`config.mk`:
```
export PLATFORM = sky130hd
export DESIGN_NAME = layer_mem_arbiter
export DESIGN_NICKNAME = d
export VERILOG_FILES = /design/src/rtl/layer_mem_arbiter_pkg.sv /design/src/rtl/layer_mem_arbiter_rr_picker.sv /design/src/rtl/layer_mem_arbiter.sv
export SDC_FILE = /design/constraint.sdc
export NUM_CORES = 1
export LEC_CHECK = 0
export ABC_AREA = 1
export CORE_ASPECT_RATIO = 1.75
export CORE_UTILIZATION = 40
export CTS_CLUSTER_SIZE = 25
export DETAILED_ROUTE_END_ITERATION = 8
export GPL_TIMING_DRIVEN = 0
export PLACE_DENSITY_LB_ADDON = 0.12
export SLEW_MARGIN = 30
export SYNTH_ARGS = -nofsm -noshare
export SYNTH_HDL_FRONTEND = slang
export SYNTH_SLANG_ARGS = --single-unit
```
`constraint.sdc`:
```
create_clock -name clk -period 3.07 [get_ports clk]
set_input_delay 0.614 -clock clk [delete_from_list [all_inputs] [get_ports clk]]
set_output_delay 0.614 -clock clk [all_outputs]
set_load 0.03 [all_outputs]
```
`src/rtl/layer_mem_arbiter_pkg.sv`:
```
// Shared constants and types for the layer-memory arbiter.
// Optional burst-lock arbitration is enabled by defining ARB_LOCK_EN.
package layer_mem_arbiter_pkg;

  localparam int LM_NUM_REQ  = 3;
  localparam int LM_AW       = 12;
  localparam int LM_DW       = 20;
  localparam int LM_SW       = 3;
  localparam int LM_LOCK_MAX = 4;

  localparam int REQ_CONV = 0;
  localparam int REQ_POOL = 1;
  localparam int REQ_HOST = 2;

  localparam logic [LM_SW-1:0] CSEL_NONE = 3'd0;
  localparam logic [LM_SW-1:0] CSEL_L0   = 3'd1;
  localparam logic [LM_SW-1:0] CSEL_L1   = 3'd3;

  typedef struct packed {
    logic             we;
    logic [LM_SW-1:0] sel;
    logic [LM_AW-1:0] addr;
    logic [LM_DW-1:0] wdata;
  } mem_cmd_t;

endpackage

```
`src/rtl/layer_mem_arbiter_rr_picker.sv`:
```
// Combinational round-robin picker: one-hot grant for the first set request
// found scanning from ptr upward with wrap-around.
module layer_mem_arbiter_rr_picker #(
  parameter int N  = 3,
  parameter int PW = 2
) (
  input  logic [N-1:0]  req,
  input  logic [PW-1:0] ptr,
  output logic [N-1:0]  grant
);

  logic [PW:0] sum_s;
  logic [PW:0] idx_s;
  logic        found_s;

  // scan N positions starting at ptr and grant the first requester seen
  always_comb begin
    grant   = {N{1'b0}};
    found_s = 1'b0;
    sum_s   = {(PW+1){1'b0}};
    idx_s   = {(PW+1){1'b0}};
    for (int k = 0; k < N; k++) begin
      sum_s = {1'b0, ptr} + (PW+1)'(k);
      idx_s = (sum_s >= (PW+1)'(N)) ? (sum_s - (PW+1)'(N)) : sum_s;
      if (!found_s && req[idx_s[PW-1:0]]) begin
        grant[idx_s[PW-1:0]] = 1'b1;
        found_s              = 1'b1;
      end else begin
        found_s = found_s;
      end
    end
  end

endmodule

```
`src/rtl/layer_mem_arbiter.sv`:
```
// Round-robin arbiter sharing one layer-memory port among NUM_REQ engines.
// Define ARB_LOCK_EN to let a locked holder keep priority for LOCK_MAX grants.
module layer_mem_arbiter
  import layer_mem_arbiter_pkg::*;
#(
  parameter int NUM_REQ  = LM_NUM_REQ,
  parameter int AW       = LM_AW,
  parameter int DW       = LM_DW,
  parameter int SW       = LM_SW,
  parameter int LOCK_MAX = LM_LOCK_MAX
) (
  input  logic                  clk,
  input  logic                  reset,
  input  logic [NUM_REQ-1:0]    req_valid,
  output logic [NUM_REQ-1:0]    req_ready,
  input  logic [NUM_REQ-1:0]    req_we,
  input  logic [NUM_REQ*SW-1:0] req_sel,
  input  logic [NUM_REQ*AW-1:0] req_addr,
  input  logic [NUM_REQ*DW-1:0] req_wdata,
  input  logic [NUM_REQ-1:0]    req_lock,
  output logic [NUM_REQ-1:0]    rsp_valid,
  output logic [DW-1:0]         rsp_data,
  output logic                  busy,
  output logic [SW-1:0]         csel,
  output logic                  cwr,
  output logic [AW-1:0]         caddr_wr,
  output logic [DW-1:0]         cdata_wr,
  output logic                  crd,
  output logic [AW-1:0]         caddr_rd,
  input  logic [DW-1:0]         cdata_rd
);

  localparam int PW = (NUM_REQ > 1) ? $clog2(NUM_REQ) : 1;

  logic [NUM_REQ-1:0] grant_s;
  logic               accept_s;
  logic [PW-1:0]      gidx_s;
  logic [PW-1:0]      ptr_r;
  logic [PW-1:0]      ptr_inc_s;
  logic [PW-1:0]      ptr_nxt_s;
  mem_cmd_t           cmd_s;

  logic [SW-1:0]      csel_r;
  logic               cwr_r;
  logic               crd_r;
  logic [AW-1:0]      caddr_wr_r;
  logic [AW-1:0]      caddr_rd_r;
  logic [DW-1:0]      cdata_wr_r;
  logic [NUM_REQ-1:0] rd_tag_r;
  logic [NUM_REQ-1:0] rsp_valid_r;
  logic [DW-1:0]      rsp_data_r;
  logic               busy_r;

  layer_mem_arbiter_rr_picker #(.N(NUM_REQ), .PW(PW)) u_rr_picker (
    .req   (req_valid),
    .ptr   (ptr_r),
    .grant (grant_s)
  );

  assign req_ready = grant_s;
  assign accept_s  = |grant_s;
  assign ptr_inc_s = (gidx_s == PW'(NUM_REQ - 1)) ? {PW{1'b0}} : (gidx_s + PW'(1));

  // encode the one-hot grant and mux the winner's command fields
  always_comb begin
    gidx_s = {PW{1'b0}};
    for (int i = 0; i < NUM_REQ; i++) begin
      gidx_s = gidx_s | (grant_s[i] ? PW'(i) : {PW{1'b0}});
    end
    cmd_s.we    = req_we[gidx_s];
    cmd_s.sel   = req_sel[int'(gidx_s)*SW +: SW];
    cmd_s.addr  = req_addr[int'(gidx_s)*AW +: AW];
    cmd_s.wdata = req_wdata[int'(gidx_s)*DW +: DW];
  end

`ifdef ARB_LOCK_EN
  localparam int CW = $clog2(LOCK_MAX + 1);

  logic [CW-1:0] lock_cnt_r;
  logic [CW-1:0] lock_cnt_nxt_s;
  logic [CW-1:0] lock_run_s;
  logic [PW-1:0] lock_own_r;

  // a locked holder keeps the pointer on itself until its run reaches LOCK_MAX
  always_comb begin
    ptr_nxt_s      = ptr_r;
    lock_cnt_nxt_s = lock_cnt_r;
    lock_run_s     = (gidx_s == lock_own_r) ? (lock_cnt_r + CW'(1)) : CW'(1);
    if (accept_s) begin
      if (req_lock[gidx_s] && (int'(lock_run_s) < LOCK_MAX)) begin
        ptr_nxt_s      = gidx_s;
        lock_cnt_nxt_s = lock_run_s;
      end else begin
        ptr_nxt_s      = ptr_inc_s;
        lock_cnt_nxt_s = CW'(0);
      end
    end else if (!req_valid[lock_own_r] || !req_lock[lock_own_r]) begin
      lock_cnt_nxt_s = CW'(0);
    end else begin
      lock_cnt_nxt_s = lock_cnt_r;
    end
  end

  // lock run length and owner of the last grant
  always_ff @(posedge clk) begin
    if (reset) begin
      lock_cnt_r <= CW'(0);
      lock_own_r <= {PW{1'b0}};
    end else begin
      lock_cnt_r <= lock_cnt_nxt_s;
      if (accept_s) begin
        lock_own_r <= gidx_s;
      end
    end
  end
`else
  localparam int unused_lock_max = LOCK_MAX;
  logic unused_lock_s;
  assign unused_lock_s = ^req_lock;

  // plain round-robin: advance past the winner only on acceptance
  always_comb begin
    if (accept_s) begin
      ptr_nxt_s = ptr_inc_s;
    end else begin
      ptr_nxt_s = ptr_r;
    end
  end
`endif

  // command stage, read-return stage and pointer
  always_ff @(posedge clk) begin
    if (reset) begin
      ptr_r       <= {PW{1'b0}};
      csel_r      <= {SW{1'b0}};
      cwr_r       <= 1'b0;
      crd_r       <= 1'b0;
      caddr_wr_r  <= {AW{1'b0}};
      caddr_rd_r  <= {AW{1'b0}};
      cdata_wr_r  <= {DW{1'b0}};
      rd_tag_r    <= {NUM_REQ{1'b0}};
      rsp_valid_r <= {NUM_REQ{1'b0}};
      rsp_data_r  <= {DW{1'b0}};
      busy_r      <= 1'b0;
    end else begin
      ptr_r       <= ptr_nxt_s;
      cwr_r       <= accept_s & cmd_s.we;
      crd_r       <= accept_s & ~cmd_s.we;
      caddr_wr_r  <= (accept_s & cmd_s.we)  ? cmd_s.addr  : {AW{1'b0}};
      caddr_rd_r  <= (accept_s & ~cmd_s.we) ? cmd_s.addr  : {AW{1'b0}};
      cdata_wr_r  <= (accept_s & cmd_s.we)  ? cmd_s.wdata : {DW{1'b0}};
      rd_tag_r    <= (accept_s & ~cmd_s.we) ? grant_s     : {NUM_REQ{1'b0}};
      rsp_valid_r <= crd_r ? rd_tag_r : {NUM_REQ{1'b0}};
      busy_r      <= accept_s | crd_r;
      // csel holds across idle cycles; read data is held until the next return
      if (accept_s) begin
        csel_r <= cmd_s.sel;
      end
      if (crd_r) begin
        rsp_data_r <= cdata_rd;
      end
    end
  end

  assign csel      = csel_r;
  assign cwr       = cwr_r;
  assign crd       = crd_r;
  assign caddr_wr  = caddr_wr_r;
  assign caddr_rd  = caddr_rd_r;
  assign cdata_wr  = cdata_wr_r;
  assign rsp_valid = rsp_valid_r;
  assign rsp_data  = rsp_data_r;
  assign busy      = busy_r;

endmodule
```
; ---- Word level (Yosys, flattened, before mapping)
; Cells that the tools add are included.
[totals]
reg_bits = 78
input_bits = 136
out_inout_bits = 76
[classes]
n_addsub = 6
n_mul = 3
magnitude_cmp = 10
eq_ne = 1
shifts = 3
mux = 25
bitwise = 10
n_reduce_logical = 11
[op_table]
columns = op, count
row1 = 60-bit by 8-bit indexed part select with 20-bit output, 1
row2 = 36-bit by 7-bit indexed part select with 12-bit output, 1
row3 = "2-bit by 3-bit < comparator with 1-bit output, second input constant", 4
row4 = 1-bit 2-to-1 mux, 10
row5 = 2-bit 2-to-1 mux, 5
row6 = 3-bit 2-to-1 mux, 3
row7 = 9-bit by 5-bit indexed part select with 3-bit output, 1
row8 = 1-bit binary-select mux with 2-bit select, 4
row9 = "2-bit by 2-bit multiplier with 4-bit output, second input constant", 2
row10 = 1-bit demux with 2-bit select, 3
row11 = "2-bit by 1-bit greater-or-equal comparator with 1-bit output, second input constant", 3
row12 = "3-bit by 2-bit greater-or-equal comparator with 1-bit output, second input constant", 2
row13 = 3-bit bitwise OR, 2
row14 = 2-bit OR reduction, 3
row15 = "2-bit subtractor, second input constant", 3
row16 = 1-bit logical AND, 5
row17 = "2-bit by 3-bit multiplier with 5-bit output, second input constant", 1
row18 = 1-bit NOT, 4
row19 = "2-bit by 1-bit adder with 3-bit output, second input constant", 1
row20 = "2-bit by 2-bit adder with 3-bit output, second input constant", 1
row21 = 3-bit OR reduction, 1
row22 = "2-bit by 1-bit adder with 2-bit output, second input constant", 1
row23 = 1-bit bitwise AND, 2
row24 = "2-bit equality test, second input constant", 1
row25 = other kinds (4), 5

; ---- Logic depth before layout (Yosys ltp)
[logic_depth]
ltp_word = 19
mapped_depth = 16
mapped_depth_nobuf = 15

; ---- Cells and area by module
; Synthesis repeated with hierarchy kept, for this count alone.
[hier_totals]
hier_cells = 500
area_unflattened_um2 = 3306.9
[modules_own_cells]
columns = mod, instances, cells_per_inst, area_each_um2, seq_area_each_um2
row1 = layer_mem_arbiter, 1, 458, 3074.2, 1561.5
row2 = layer_mem_arbiter_rr_picker, 1, 42, 232.7, 0.0

; ---- Least setup slack after synthesis
; No wires, ideal clock.
[synth_timing]
kind = flip-flop to output port
from = register ptr_r[0]
to = output port req_ready[2]
arrival_time_ns = 1.862
required_ns = 2.456
path_slack_ns = 0.594
stages_incl_launch_ff = 11
n_path_buf = 1
cell_sequence = dfxtp_1 inv_1 ha_1 inv_2 nand2_1 nand3_1 nand2_1 nor2_2 nand2_1 nand3_2 clkbuf_1
[synth_between]
elab_chain_cells = 11
[synth_rtl]
columns = element, line
row1 = "start, declared", layer_mem_arbiter.sv:38  ; logic [PW-1:0] ptr_r;
row2 = "start signal, assigned", layer_mem_arbiter.sv:134  ; ptr_r <= {PW{1'b0}};
row3 = "start signal, assigned", layer_mem_arbiter.sv:146  ; ptr_r <= ptr_nxt_s;
row4 = 2-bit by 1-bit adder with 3-bit output (tied with other cells), layer_mem_arbiter_rr_picker.sv:23  ; sum_s = {1'b0, ptr} + (PW+1)'(k);
row5 = 3-bit by 2-bit greater-or-equal comparator with 1-bit output (tied with other cells), layer_mem_arbiter_rr_picker.sv:24  ; idx_s = (sum_s >= (PW+1)'(N)) ? (sum_s - (PW+1)'(N)) : sum_s;
row6 = 2-bit 2-to-1 mux (tied with other cells), layer_mem_arbiter_rr_picker.sv:24
row7 = 2-bit by 3-bit < comparator with 1-bit output (not written as such) (tied with other cells), layer_mem_arbiter_rr_picker.sv:26  ; grant[idx_s[PW-1:0]] = 1'b1;
row8 = 1-bit logical AND (not written as such) (tied with other cells), layer_mem_arbiter_rr_picker.sv:26
row9 = 1-bit 2-to-1 mux (not written as such) (tied with other cells), layer_mem_arbiter_rr_picker.sv:26
row10 = 1-bit demux with 2-bit select (tied with other cells), -
row11 = 3-bit bitwise OR (no source line) / 1-bit 2-to-1 mux (equally long branches), -
row12 = 3-bit 2-to-1 mux / 1-bit logical NOT (equally long branches), layer_mem_arbiter_rr_picker.sv:25  ; if (!found_s && req[idx_s[PW-1:0]]) begin
row13 = 3-bit bitwise OR (no source line) / 1-bit logical AND (equally long branches), -
row14 = 3-bit 2-to-1 mux *, layer_mem_arbiter_rr_picker.sv:25
row15 = "end, declared", layer_mem_arbiter.sv:15  ; output logic [NUM_REQ-1:0] req_ready,
; Mark *: on every way between the ends. The rest lies on a longest branch, timed or not. The select of a mux whose other input is x is not followed.

; ---- Worst setup path after layout
[layout_timing]
from = input port req_valid[1]
to = output port req_ready[2]
[layout_between]
elab_chain_cells = 9
[layout_rtl]
columns = element, line
row1 = "start, declared", layer_mem_arbiter.sv:14  ; input logic [NUM_REQ-1:0] req_valid,
row2 = 1-bit binary-select mux with 2-bit select, layer_mem_arbiter_rr_picker.sv:25
row3 = 1-bit 2-to-1 mux (not written as such), layer_mem_arbiter_rr_picker.sv:25
row4 = 1-bit 2-to-1 mux, layer_mem_arbiter_rr_picker.sv:25
row5 = 1-bit logical NOT, layer_mem_arbiter_rr_picker.sv:25
row6 = 1-bit logical AND, layer_mem_arbiter_rr_picker.sv:25
row7 = 1-bit 2-to-1 mux, layer_mem_arbiter_rr_picker.sv:25
row8 = 1-bit logical NOT, layer_mem_arbiter_rr_picker.sv:25
row9 = 1-bit logical AND, layer_mem_arbiter_rr_picker.sv:25
row10 = 3-bit 2-to-1 mux *, layer_mem_arbiter_rr_picker.sv:25
; Marks and branches as above.

==> results.md <==
- N_diodes: 0
- Static Leak: 2.761 nW
- Critical Path Sink Type: output port
- Syn_nets: 656
- Syn avg cell area: 6.688 um2
- Final setup viols: 0
- Final min period: 2974 ps
- Vias in the first global route: 3913
- Die height: 124.9 um
- Antenna violations before repair: 0
- Switching share of total power: 0.4405
- First-pass GRT wire length: 18440 um
- Starting DRT DRC Count: 192
- Yosys top cell by area: dfxtp_1
- R2R cell count: 14
- CP max FO: 15
- DRC viols: 0
- Worst slew margin: 0.6074
- Final GP Congestion: 0.9395
- Commonest non-fill, non-tap cell in the layout: clkdlybuf4s50_1
- Synth-to-Final Area Change: 74.18%
- Hold_buf cts: 0
- Drt via density: 4.810
- Worst clock skew: 3.645 ps
- Fmax: 0.3363 GHz
- Total wire length: 11570 um
- Share of the synthesized area in the top cell type: 0.4525
- Post-synth cell types: 21
- Later-pin clock latency in the skew report: 330 ps
- Status: complete, no violations
- Hold Path Depth: 2
- Fillers: 704
- Critical Path End: req_ready[2]
- Hold slack: 414.8 ps
- Setup slack, reg-to-reg: 470 ps
- Die ar.: 9017 um2
- P_int: 3.188 mW
- Mapped Area: 3451 um2
- Layout Nets: 874
- Total Routing Usage GR: 0.2655
- Final WS setup: 96.37 ps
- Share of cells above drive strength 1: 0.06513
- Ys async rst share: 0
- WP data required: 2460 ps
- Final Hold Fails: 0
- Warnings from Yosys: 0
- CTS tree: built
- Root buf cell: clkbuf_16
- VDD IR max: 0.6150 mV
- Die W: 72.21 um
- Detailed placement HPWL: 9081 um
- Count of input and output buffers: 208
- H-tree Lvls: 3
- Via count: 4098
- Seq pwr share: 0.248
- Hold Crit Start: rd_tag_r[2]
- Seq/Total Area, Yosys: 0.4525
- Post-synth EDFFs: 0
- Setup TNS: 0 ps
- CP Launch Type: primary input
- Synthesis-stage register bit count: 78
- MaxCap Viol Count: 0
- Clock network power share: 0.192
- Maximum buffer depth of the clock tree: 2
- Core Footprint: 8313 um2
- Kind of critical path: in2out
- RSZ-0062 raised after global routing: false
- Drt pass-1 iters: 4
- Final slew viol count: 0
- Initial Util: 0.4151
- Mapped Cells: 516
- Worst-margin pin slew: 588.8 ps
- WL/cell: 13.58 um
- Worst r2r dst: cdata_wr[11]
- Inst Count DP: 839
- Worst reg2reg path startpoint: ptr_r[1]
- Power Density: 948.1 nW/um2
- CTS buffer count: 9
- CTS sink cnt: 78
- Most frequent cells in the layout: clkdlybuf4s50_1, nor2_1, nand2_1
- Worst Hold Class: reg2reg
- Worst EP arrival: 2360 ps
- Logic pwr share: 0.560
- Sw power: 2.510 mW
- Final Util: 0.7231
- Synth top area cells: dfxtp_1, nor2_1, nand2_1, nand3_1, inv_1
- Synth Flop Type: dfxtp_1
- Pre-CTS setup slack: -677.8 ps
- Final Cycle Share: 0.9686
- Post-route ant nets: 0
- Pin count of the biggest net entering global routing: 16
- Layout Cells excl Fill: 852
- Overflow after GRT: 0
- Std cell rows: 44
- Clk slew on worst S/H paths: 60 ps
- IO Count: 212
- Beginning of the critical path: req_valid[1]
## cell type report
class / instances / area [um2] / area share
tap: 115 / 143.9 / 0.02394
timing repair buffer: 208 / 2079 / 0.3460
clock buffer: 10 / 229.0 / 0.03809
sequential: 78 / 1563 / 0.2600
buffer: 24 / 132.6 / 0.02206
clock inverter: 4 / 73.82 / 0.01228
multi-input combinational: 356 / 1575 / 0.2621
inverter: 57 / 214.0 / 0.03560
## synth_stat cells, types with 2 or more instances
library cell	n
nor2_1	150
dfxtp_1	78
a21oi_1	18
nor2_4	2
inv_2	5
clkbuf_1	8
buf_1	2
o21ai_0	23
nand3_1	55
nand2_2	2
inv_1	52
nand3_2	3
nand2_1	95
ha_1	4
buf_6	3
buf_2	11
## worst min path at each step
stage               slack, ps      endpoint
floorplan                 390  rsp_valid[0]
global placement          400  rsp_valid[0]
detailed placement        410  rsp_valid[0]
CTS                       420  rsp_valid[2]
global route              420  rsp_valid[2]
finish                    410  rsp_valid[2]
## cells by family (layout without fill, tap and decap cells)
family / after synthesis / in the layout / share of synthesized area
AOI/OAI and AO/OA: 42 / 42 / 0.06164
DFF: 78 / 78 / 0.4525
and+or+nand+nor: 310 / 310 / 0.3706
adders and majority gates: 4 / 4 / 0.01450
buffers and inverters: 82 / 303 / 0.1008
## what timing repair did
item / CTS / global route
buffers inserted: 0 / 0
pin swaps: 0 / 1
setup endpoints to repair: 3 / 3
gates cloned: 0 / 0
gates resized for setup: 12 / 7
## worst max-delay path, stage by stage
cell and delay (ps):
clkdlybuf4s50_1 440, inv_1 100, nand2_1 60, nand3_1 80, nand2_1 140, nor2_2 210
nand2_1 160, nand3_4 210, clkdlybuf4s15_2 330
## registers in the layout (all words and copies together) (netlist names)
| signal | count |
|---|---|
| cwr | 1 |
| csel | 3 |
| caddr_rd | 12 |
| rsp_valid | 3 |
| ptr_r | 2 |
| crd | 1 |
| rd_tag_r | 3 |
| cdata_wr | 20 |
| caddr_wr | 12 |
| rsp_data | 20 |
| busy | 1 |
## through the flow
step	total power [mW]	instance area, um2
2_1_floorplan	3.396	3451
3_3_place_gp	4.533	5677
3_5_place_dp	4.597	5677
4_1_cts	5.698	5978
5_1_grt	6.086	6011
6_report	5.699	6011
## metal layers
layer / part of all wire / GRT usage
met4: 0.045 / 0.1511
met5: 0 / 0
met3: 0.065 / 0.05987
met1: 0.36 / 0.2676
met2: 0.53 / 0.4810
## power by group through the flow
stage	Combinational (mW)	Clock, mW	Sequential (mW)
floorplan	1.44	0	1.95
global placement	3.11	0	1.42
detailed placement	3.16	0	1.44
CTS	3.17	1.12	1.42
global route	3.48	1.16	1.44
finish	3.19	1.09	1.41
Power figures use the tool's default switching activity.
